## src/rtl/phy_probe_gen.sv

```systemverilog
// phy_probe_gen: pattern stimulus generator for a PHY under test, with a
// latency-matched checker that compares the returned words against the
// stimulus it sent LATENCY cycles earlier.
module phy_probe_gen #(
  parameter int unsigned WIDTH    = 32,
  parameter int unsigned CHANNELS = 2,
  parameter int unsigned LATENCY  = 4,
  parameter logic [31:0] SEED     = 32'h0000_0001,
  parameter logic [31:0] POLY     = 32'h8020_0003,
  localparam int unsigned SEL_W   = (CHANNELS > 1) ? $clog2(CHANNELS) : 1
) (
  input  logic             clk_f,
  input  logic             reset_L,
  input  logic             start,
  input  logic [1:0]       mode,
  input  logic [15:0]      word_count,
  input  logic [7:0]       valid_pattern,
  input  logic [WIDTH-1:0] phy_output,
  input  logic             phy_output_valid,
  output logic [WIDTH-1:0] phy_input,
  output logic             valid,
  output logic [SEL_W-1:0] selector,
  output logic             busy,
  output logic             done,
  output logic [15:0]      err_count,
  output logic [15:0]      match_count,
  output logic             error
);

  localparam logic [WIDTH-1:0] SeedW = WIDTH'(SEED);
  localparam logic [WIDTH-1:0] PolyW = WIDTH'(POLY);
  localparam logic [WIDTH-1:0] OneW  = WIDTH'(1);
  localparam logic [SEL_W-1:0] SelMax = SEL_W'(CHANNELS - 1);
  localparam logic [15:0]      DrainLast = 16'(LATENCY - 1);

  typedef enum logic [1:0] {StIdle, StRun, StDrain, StDone} state_e;

  state_e           state_q, state_d;
  logic [1:0]       mode_q;
  logic [15:0]      wc_q;
  logic [7:0]       vp_q;
  logic [15:0]      idx_q;       // word index in RUN, drain cycle count in DRAIN
  logic [SEL_W-1:0] sel_q;
  logic [WIDTH-1:0] gen_q;       // data word for the current index
  logic [WIDTH-1:0] pipe_data_q [LATENCY];
  logic             pipe_vld_q  [LATENCY];
  logic [15:0]      err_q, match_q;
  logic             error_q;

  logic             chk_match, chk_err;
  logic [WIDTH-1:0] exp_data;
  logic             exp_vld;

  // First word of a run for the selected pattern.
  function automatic logic [WIDTH-1:0] first_word(input logic [1:0] m);
    logic [WIDTH-1:0] w;
    unique case (m)
      2'd0, 2'd1: w = SeedW;
      2'd2:       w = '1;
      default:    w = OneW;
    endcase
    return w;
  endfunction

  // Word i+1 derived from word i; walking-one is a rotate so it wraps at WIDTH.
  function automatic logic [WIDTH-1:0] next_word(input logic [1:0] m,
                                                 input logic [WIDTH-1:0] cur);
    logic [WIDTH-1:0] w;
    unique case (m)
      2'd0:    w = cur + OneW;
      2'd1:    w = (cur >> 1) ^ (cur[0] ? PolyW : '0);
      2'd2:    w = ~cur;
      default: w = {cur[WIDTH-2:0], cur[WIDTH-1]};
    endcase
    return w;
  endfunction

  // State register.
  always_ff @(posedge clk_f or negedge reset_L) begin
    if (!reset_L) state_q <= StIdle;
    else          state_q <= state_d;
  end

  // Next-state logic.
  always_comb begin
    state_d = state_q;
    unique case (state_q)
      StIdle:  if (start) state_d = (word_count == 16'd0) ? StDone : StRun;
      StRun:   if (idx_q == wc_q - 16'd1) state_d = StDrain;
      StDrain: if (idx_q == DrainLast) state_d = StDone;
      default: state_d = StIdle;
    endcase
  end

  // Outputs decoded from state; stimulus is only driven while in RUN.
  always_comb begin
    busy      = (state_q == StRun) || (state_q == StDrain);
    done      = (state_q == StDone);
    valid     = 1'b0;
    phy_input = '0;
    selector  = '0;
    if (state_q == StRun) begin
      valid     = vp_q[idx_q[2:0]];
      phy_input = gen_q;
      selector  = sel_q;
    end
  end

  // Checker compare against the stimulus delayed by LATENCY cycles.
  always_comb begin
    exp_data  = pipe_data_q[LATENCY-1];
    exp_vld   = pipe_vld_q[LATENCY-1];
    chk_match = 1'b0;
    chk_err   = 1'b0;
    if (busy) begin
      if (exp_vld) begin
        chk_match = phy_output_valid && (phy_output == exp_data);
        chk_err   = !chk_match;
      end else begin
        chk_err   = phy_output_valid;
      end
    end
  end

  // Run datapath: latched config, generator, expected pipeline and counters.
  always_ff @(posedge clk_f or negedge reset_L) begin
    if (!reset_L) begin
      mode_q  <= '0;
      wc_q    <= '0;
      vp_q    <= '0;
      idx_q   <= '0;
      sel_q   <= '0;
      gen_q   <= SeedW;
      err_q   <= '0;
      match_q <= '0;
      error_q <= 1'b0;
      for (int k = 0; k < LATENCY; k++) begin
        pipe_data_q[k] <= '0;
        pipe_vld_q[k]  <= 1'b0;
      end
    end else begin
      if (state_q == StIdle && start) begin
        mode_q  <= mode;
        wc_q    <= word_count;
        vp_q    <= valid_pattern;
        idx_q   <= '0;
        sel_q   <= '0;
        gen_q   <= first_word(mode);
        err_q   <= '0;
        match_q <= '0;
        error_q <= 1'b0;
        for (int k = 0; k < LATENCY; k++) begin
          pipe_data_q[k] <= '0;
          pipe_vld_q[k]  <= 1'b0;
        end
      end
      if (busy) begin
        pipe_data_q[0] <= phy_input;
        pipe_vld_q[0]  <= valid;
        for (int k = 1; k < LATENCY; k++) begin
          pipe_data_q[k] <= pipe_data_q[k-1];
          pipe_vld_q[k]  <= pipe_vld_q[k-1];
        end
        if (chk_match && match_q != 16'hFFFF) match_q <= match_q + 16'd1;
        if (chk_err && err_q != 16'hFFFF)     err_q   <= err_q + 16'd1;
        if (chk_err)                           error_q <= 1'b1;
      end
      if (state_q == StRun) begin
        // Index restarts at 0 so DRAIN can reuse it as its cycle counter.
        idx_q <= (state_d == StDrain) ? 16'd0 : idx_q + 16'd1;
        sel_q <= (sel_q == SelMax) ? '0 : sel_q + SEL_W'(1);
        gen_q <= next_word(mode_q, gen_q);
      end else if (state_q == StDrain) begin
        idx_q <= idx_q + 16'd1;
      end
    end
  end

  assign err_count   = err_q;
  assign match_count = match_q;
  assign error       = error_q;

endmodule

```

## config.mk

```make
export PLATFORM = sky130hd
export DESIGN_NAME = phy_probe_gen
export DESIGN_NICKNAME = d
export VERILOG_FILES = /design/src/rtl/phy_probe_gen.sv
export SDC_FILE = /design/constraint.sdc
export NUM_CORES = 1
export LEC_CHECK = 0
export BUFFER_PORTS_ARGS = -buffer_cell sky130_fd_sc_hd__buf_2
export CORE_MARGIN = 3
export CORE_UTILIZATION = 60
export CTS_CLUSTER_DIAMETER = 40
export CTS_CLUSTER_SIZE = 24
export DETAILED_ROUTE_END_ITERATION = 8
export GPL_ROUTABILITY_DRIVEN = 0
export GPL_TIMING_DRIVEN = 0
export MAX_ROUTING_LAYER = met4
export PLACE_DENSITY_LB_ADDON = 0.3
export SYNTH_ARGS = -nofsm -noshare
export SYNTH_HDL_FRONTEND = slang
export SYNTH_SLANG_ARGS = --single-unit
```

## constraint.sdc

```tcl
create_clock -name clk_f -period 3 [get_ports clk_f]
set_clock_uncertainty 0.1 [all_clocks]
set_input_delay 0.6 -clock clk_f [delete_from_list [all_inputs] [get_ports clk_f]]
set_output_delay 0.6 -clock clk_f [all_outputs]
set_load 0.05 [all_outputs]
```

# Yosys cells after proc, flatten, opt, wreduce, memory -nomap -nowiden
# Index checks and enable logic that the tools add are counted.
dict set report classes {
  shifts 0
  div_mod_pow 0
  mux 39
  n_mul 0
  reduce_logical 12
  add_sub_neg 6
  eq_ne 12
  order_cmp 1
  n_bitwise 2
}
# op n
set ops {}
lappend ops {{$mux 128} 2}
lappend ops {{$mux 16} 10}
lappend ops {{$mux 32} 5}
lappend ops {{$pmux 32 s3} 1}
lappend ops {{$add 16x1->16 const B} 3}
lappend ops {{$add 32x1->32 const B} 1}
lappend ops {{$eq 32x32->1} 1}
lappend ops {{$ne 16x16->1 const B} 2}
lappend ops {{$not 32->32} 1}
lappend ops {{$xor 31x32->32} 1}
lappend ops {{$eq 16x16->1} 1}
lappend ops {{$eq 16x2->1 const B} 1}
lappend ops {{$logic_not 16->1} 1}
lappend ops {{$sub 16x1->16 const B} 1}
lappend ops {{$mux 1} 13}
lappend ops {{$eq 2x2->1 const B} 5}
lappend ops {{$mux 2} 4}
lappend ops {{$mux 4} 2}
lappend ops {{$pmux 2 s3} 1}
lappend ops {{$eq 2x1->1 const B} 2}
lappend ops {{$logic_and 1x1->1} 4}
lappend ops {{$logic_not 2->1} 2}
lappend ops {{$lt 3x4->1 const B} 1}
lappend ops {{$reduce_bool 2->1} 2}
lappend ops {{5 further kinds} 5}
dict set report word_totals {
  mem_count 0
  romBits 0
  mem_bits_rw 0
  output_inout_bits 69
  inputBits 62
  latchBits 0
  regBits 242
}

# Logic depth before layout (Yosys ltp)
# Gate-level depths: netlist (run 1).
dict set report depth {
  ltp_word 8
  ltp_mapped 11
  ltp_nobuf 10
}

# Worst setup path before layout (run 1)
# OpenSTA, ideal clock, no wires.
dict set report synth_timing {
  kind {reg2reg}
  from {register err_q[0] (netlist: err_count[0])}
  to {register err_q[8] (netlist: err_count[8])}
  path_buffers 2
  setup_ps 146
  stages_incl_launch_ff 12
  t_arrival_ps 2586
  setup_slack_ps 168
  required_time_ps 2754
  path_cell_list {dfrtp_1 ha_1 nand2_1 nor3_1 and3_1 nand2_1 o211ai_1 clkbuf_1 clkbuf_1 nor2_1 o21ai_0 o41ai_1}
}
dict set report synth_via {
  elab_chain_cells 4
  elab_cells_between_ends 5
  classes_between {add/sub (1); eq/ne (1); mux (2); reduce/logical (1)}
}
# element line
set synth_lines {}
lappend synth_lines {{start, declared} 47} ;# logic [15:0] err_q, match_q;
lappend synth_lines {{start signal, assigned} 165} ;# if (chk_err && err_q != 16'hFFFF) err_q <= err_q + 16'd1;
lappend synth_lines {{branches (longest 2 deep; another with $add 16x1->16)} -}
lappend synth_lines {{$mux 16 *} 165}
lappend synth_lines {{$mux 16 *} 157} ;# if (busy) begin
# Every way passes the cells marked *.
# A chain may end at the register's enable or synchronous reset.

# Worst setup path after layout (run 1)
dict set report layout_timing {
  from {register wc_q[3]}
  to {register idx_q[4]}
}
dict set report layout_via {
  elab_chain_cells 7
}
# element line
set layout_lines {}
lappend layout_lines {{start, declared} 40} ;# logic [15:0] wc_q;
lappend layout_lines {{start signal, assigned} 144} ;# wc_q <= word_count;
lappend layout_lines {{$sub 16x1->16} 89} ;# StRun: if (idx_q == wc_q - 16'd1) state_d = StDrain;
lappend layout_lines {{$eq 16x16->1} 89}
lappend layout_lines {{$mux 2} 89}
lappend layout_lines {{$pmux 2 s3} 87} ;# unique case (state_q)
lappend layout_lines {{$eq 2x2->1} 170} ;# idx_q <= (state_d == StDrain) ? 16'd0 : idx_q + 16'd1;
lappend layout_lines {{$mux 16} 170}
lappend layout_lines {{$mux 16} 168} ;# if (state_q == StRun) begin
lappend layout_lines {{end signal, assigned} 170}
lappend layout_lines {{end signal, assigned} 174} ;# idx_q <= idx_q + 16'd1;
lappend layout_lines {{end, declared} 42} ;# logic [15:0] idx_q;
# No other way between the ends.

==> flow_summary.toml, run 1 <==
[logic_synthesis]
synth_nets = 1561
yosys_warnings = 0
synthSimpleGateAreaFrac = 0.2253
syn_inst = 1489
synth.mux.area_fraction = 0.01884
synth_xor_area_frac = 0.04533
synth_seq_cells = 242
synth-async-reset-ratio = 1.000
synth_compound_area_frac = 0.1794
syn_area_per_cell_um2 = 8.563
ys_seq_area_frac = 0.4750
synth.distinct_cells = 69
synth-main-ff-cell = "dfrtp_1"
synth_top_family_by_area = "simple AND/OR/NAND/NOR gates"
syn_area_um2 = 12750
synth_edf_count = 0
synthAdderAreaFrac = 0.009813

[timing]
timing.slew.headroom = 0.3797
worst_pin_slew_ns = 0.9305
drv_slew = 0
setup_viol = 0
period_needed_ns = 2.869
finalHoldViolations = 0
post-route-period-util = 0.9565
hold_ws_ns = 0.07783
fmax_mhz = 348.5
timing.final.ws_setup_ns = 0.1305

[global_route]
antenna_found_initial = 0
first_global_vias = 11220
gr-usage-all-layers = 0.3077
grt_overflow = 0
grt_max_degree = 132
grt_pass1_wl_mm = 55.83

[critical_path]
crit_path_end_kind = "flop"
worstSetupPathType = "reg2reg"
cp-start-kind = "flop"
crit_required_ns = 3.29
worst-path-max-fanout = 10
critical_path_arrival_ns = 3.16

[cts]
cts_buffers = 34
cts_tree = "done"
clock_latency_ns = 0.51
cts.path.max_buffers = 3
clk_pin_slew_worst_paths_ns = 0.05
cts_max_level = 2
cts_root_buf = "clkbuf_16"
clock_sinks = 242

[layout]
multi_input_area_um2 = 6191
fillerInstances = 1544
area_growth_pct = 18.91
register_area_um2 = 6058
fin_nets = 1727
n_antenna_cell = 0
drive_gt1_frac = 0.1475
final_area_um2 = 15160

[floorplanning]
std_cell_rows = 52
die_h_um = 151.8
die_w_um = 151.8
core_area_um2 = 20560
die_area_um2 = 23040
pin_count = 131
start_util = 0.6202

[power]
leakage_nw = 6.771
p_per_area_nw_per_um2 = 1201
ir_worst_vdd_v = 0.0009655
power_w = 0.01822

[place]
post-place-ws_ns = -0.1502
port_buffers = 130
place_hpwl_mm = 23.59
placed_area_um2 = 13780

[routing]
num_vias = 11840
wirelength_mm = 34.85
wl_met2_mm = 16.16
drt_iter0_drc = 1368
wl_per_cell_um = 17.86
first_pass_iters = 6
vias_per_cell = 6.071
ant_nets = 0
routed-wl-met3_mm = 3.039
drt-met1-wl_mm = 14.36
highest_layer = "met4"
drc = 0

[flow_run]
maxCapViolations = 0

[outcome]
outcome = "finished clean"

[hold_path]
hp-class = "in2async"
## power breakdown
part / switching, W / internal [W]
Combinational: 0.00577 / 0.00287
Clock: 0.00161 / 0.00260
Sequential: 0.000906 / 0.00446
## synthesized netlist by cell type (16+ instances only)
cell | count | area [um2]
xnor2_1 | 54 | 473.0
nand2_1 | 343 | 1287
inv_1 | 24 | 90.09
nand3_1 | 39 | 195.2
nor4_1 | 16 | 100.1
clkbuf_1 | 101 | 379.1
a22o_1 | 40 | 350.3
a21oi_1 | 69 | 345.3
o21ai_0 | 174 | 870.8
nor3_1 | 18 | 90.09
dfrtp_1 | 241 | 6031
nand4_1 | 21 | 131.4
nor2_1 | 87 | 326.6
and2_1 | 38 | 237.7
## through the flow
step	util	setup TNS, ns	instances
floorplan	-	0	1489
global placement	0.6683	-709.79	1889
detailed placement	0.6701	-3.853	1890
CTS	0.7341	0	1952
global route	0.7375	-0.02821	1951
finish	0.7375	0	1951
## sequential cells by signal (all words and copies together), names as in the netlist
register     count
pipe_data_q     96
exp_data        32
gen_q           32
err_count       16
idx_q           16
match_count     16
wc_q            16
vp_q             8
pipe_vld_q       3
mode_q           2
state_q          2
error            1
exp_vld          1
sel_q            1
## final cells by class
type,count,area share
Buffer,116,0.03433
Multi-Input combinational cell,1105,0.4083
Sequential cell,242,0.3996
Tap cell,270,0.02228
Clock inverter,24,0.02030
Timing Repair Buffer,132,0.04943
Clock buffer,38,0.05983
Inverter,24,0.005942
## metal layers
metal / track usage / vias to the layer above
met3: 0.04729 / 137
met1: 0.4105 / 5561
met5: - / -
li1: - / 5495
met2: 0.4809 / 651
met4: 0.1173 / 0
## placed cells by master (no fill, tap or decap), drive strengths merged, types with 13 or more instances in the layout
cell type | netlist | layout
nor2 | 87 | 87
nand2 | 343 | 343
nor3 | 18 | 18
nand2b | 13 | 13
buf | 16 | 148
o21ai | 174 | 174
o31ai | 13 | 13
xnor2 | 54 | 54
and3 | 15 | 15
and2 | 40 | 40
a22o | 40 | 40
mux2i | 15 | 15
inv | 24 | 32
nand4 | 21 | 21
o211ai | 15 | 15
dfrtp | 241 | 241
nand3 | 39 | 39
a21oi | 69 | 69
a31oi | 15 | 15
nor2b | 15 | 15
nor4 | 16 | 16
clkbuf | 102 | 138
## worst max-delay path: stages, from the launching register on
cell and delay (ns):
dfrtp_1 0.37, buf_6 0.14, or4_4 0.57, a2111oi_4 0.32, nor2_1 0.09, a21o_1 0.19, a2111oi_2 0.33, o22a_2 0.22
buf_6 0.14, o21ai_0 0.09, a22o_1 0.19
## final timing paths
check / start / to / slack (ns) / cells past startpoint
worst max-delay path: wc_q[3] / idx_q[4] / 0.13 / 10
worst min-delay path: reset_L / match_count[5] / 0.08 / 1
worst max register to register: wc_q[3] / idx_q[4] / 0.13 / 10
worst min register to register: vp_q[7] / vp_q[7] / 0.38 / 2
max in group asynchronous: reset_L / gen_q[18] / 1.63 / 2
min in group clk_f: valid_pattern[3] / vp_q[3] / 0.17 / 3
## cell families (layout without fill, tap and decap cells)
kind of cell	count (synthesis)	count (layout)
compound gates	372	372
xor+xnor	66	66
fa+ha+maj	10	10
buf+inv	142	334
flops	242	242
mux	21	21
simple gates	636	636
## what timing repair did
item                                    4_1_cts  5_1_grt
hold buffers                                  0        0
resized for setup                            38       20
pin swaps                                     0        2
endpoints found under the setup margin       74       73
buffers inserted                              0        1
gates cloned                                  0        0
(Power assumes the default switching activity.)
==> inputs of run 2 (changes only) <==
Settings changed: SETUP_SLACK_MARGIN set to 0.15.
==> flow_summary.toml, run 2 (synthesis results as in run 1) <==
[outcome]
outcome = "finished clean"

[timing]
setup_viol = 0
finalHoldViolations = 0
fmax_mhz = 356.1
timing.slew.headroom = 0.3548
worst_pin_slew_ns = 0.9678
drv_slew = 0
post-route-period-util = 0.9361
rsz0062_at_grt = "yes"
hold_ws_ns = 0.07583
period_needed_ns = 2.808

[global_route]
gr-usage-met1 = 0.4127
gr-usage-all-layers = 0.3102
grt_pass1_wl_mm = 56.27
antenna_found_initial = 0
top_usage_layer = "met2"
grt_max_degree = 132
first_global_vias = 11270
use_met2 = 0.4853
met3_usage = 0.04819
grt_overflow = 0

[cts]
cts_buffers = 34
clock_sinks = 242
cts_hold_buf = 0
cts.path.max_buffers = 3
cts_tree = "done"
clock_latency_ns = 0.52
clk_pin_slew_worst_paths_ns = 0.06
cts_max_level = 2
cts_root_buf = "clkbuf_16"

[routing]
drc = 0
first_pass_iters = 6
num_vias = 12060
wirelength_mm = 35.75
drt_iter0_drc = 1452
wl_per_cell_um = 18.21
vias_per_cell = 6.143
ant_nets = 0

[critical_path]
cpPeakStageDelay_ns = 0.55
worstRegToRegCells = 10
crit_buf_inv = 1
worst-path-max-fanout = 6
critPathTopFamily = "multiplexers"
worstSetupPathType = "reg2out"
critical_path_arrival_ns = 2.11
crit_path_top_delay_cell = "mux4_2"
cp-start-kind = "flop"
r2r_start = "wc_q[3]"
crit_chain = "mux4_2 -> mux2i_1 -> nor2b_2 -> buf_4"
crit_path_end_kind = "primary output"
regToRegSetupSlack_ns = 0.21
r2r-end = "idx_q[4]"
crit_required_ns = 2.30
cp-startpoint = "idx_q[0]"
crit_cells = 4
cp-endpoint = "valid"

[layout]
final_cell_mix = "nand2_1, dfrtp_1, o21ai_0, buf_2, clkbuf_1"
finish.utilization = 0.7541
regMostFlops = "pipe_data_q"
fin_nets = 1739
n_antenna_cell = 0
drive_gt1_frac = 0.1672
area_growth_pct = 21.60
layout_commonest_cell = "nand2_1"
largest_reg_flops = 96

[place]
place_hpwl_mm = 23.59
port_buffers = 130

[hold_path]
hp-class = "in2async"

[power]
ir_worst_vdd_v = 0.0009924
power_w = 0.01876
leakage_nw = 6.889
p_per_area_nw_per_um2 = 1210

[floorplanning]
die_w_um = 151.8
start_util = 0.6202
die_h_um = 151.8
die_area_um2 = 23040
std_cell_rows = 52
pin_count = 131
core_area_um2 = 20560

[flow_run]
maxCapViolations = 0
-- run 2: worst register-to-register path, cell delays in order (launching register included) --
cell       delay, ns
dfrtp_1         0.37
buf_6           0.13
or4_4           0.55
nor2_1          0.20
a41o_1          0.25
nand2_1         0.12
a2111oi_4       0.31
o22a_2          0.26
buf_6           0.13
o21ai_1         0.06
a22o_1          0.20
-- run 2: stage by stage --
step	setup slack, ns	instance area [um2]	std cells	TNS, ns
4_1_cts	0.1187	15200	1954	0
5_1_grt	0.1059	15500	1963	0
6_report	0.1918	15500	1963	0
3_5_place_dp	-0.1502	13780	1890	-3.853
3_3_place_gp	-2.954	13740	1889	-709.79
2_1_floorplan	0.1681	12750	1489	0
-- run 2: how the worst min path moves through the flow --
| stage | startpoint | to | slack (ns) | cells after the start |
|---|---|---|---|---|
| final | reset_L | match_count[5] | 0.08 | 1 |
| after detailed placement | vp_q[0] | vp_q[0] | 0.36 | 2 |
| after CTS | reset_L | exp_data[25] | 0.1 | 1 |
| after floorplan | reset_L | err_count[0] | 0.20 | 0 |
| after global routing | reset_L | match_count[10] | 0.12 | 1 |
| after global placement | vp_q[0] | vp_q[0] | 0.35 | 2 |
-- run 2: repair_timing --
item	4_1_cts	5_1_grt
gates resized for setup	59	68
endpoints found under the setup margin	90	93
pin swaps	2	15
setup buffers	2	9
cloned	0	1
-- run 2: area by class of cell --
cell class                 instances  area [um2]
fill                            1460        5055
inverter                          24       90.09
clock buffer                      38       907.1
tap                              270       337.8
clock inverter                    24       307.8
multi-input combinational       1105        6327
buffer                           117       560.5
timing repair buffer             143       912.1
sequential                       242        6062
-- run 2: power by group --
| part | switching [W] | internal [W] |
|---|---|---|
| combinational | 0.00597 | 0.00317 |
| clock | 0.00162 | 0.00260 |
| sequential | 0.000933 | 0.00446 |
-- run 2: per-layer routing --
metal / wire (um) / up-vias / share of wire
met3: 3267 / 150 / 0.091
met1: 14430 / 5678 / 0.40
met2: 16650 / 693 / 0.47
met5: 0 / - / 0
met4: 1403 / 0 / 0.039
li1: - / 5537 / -
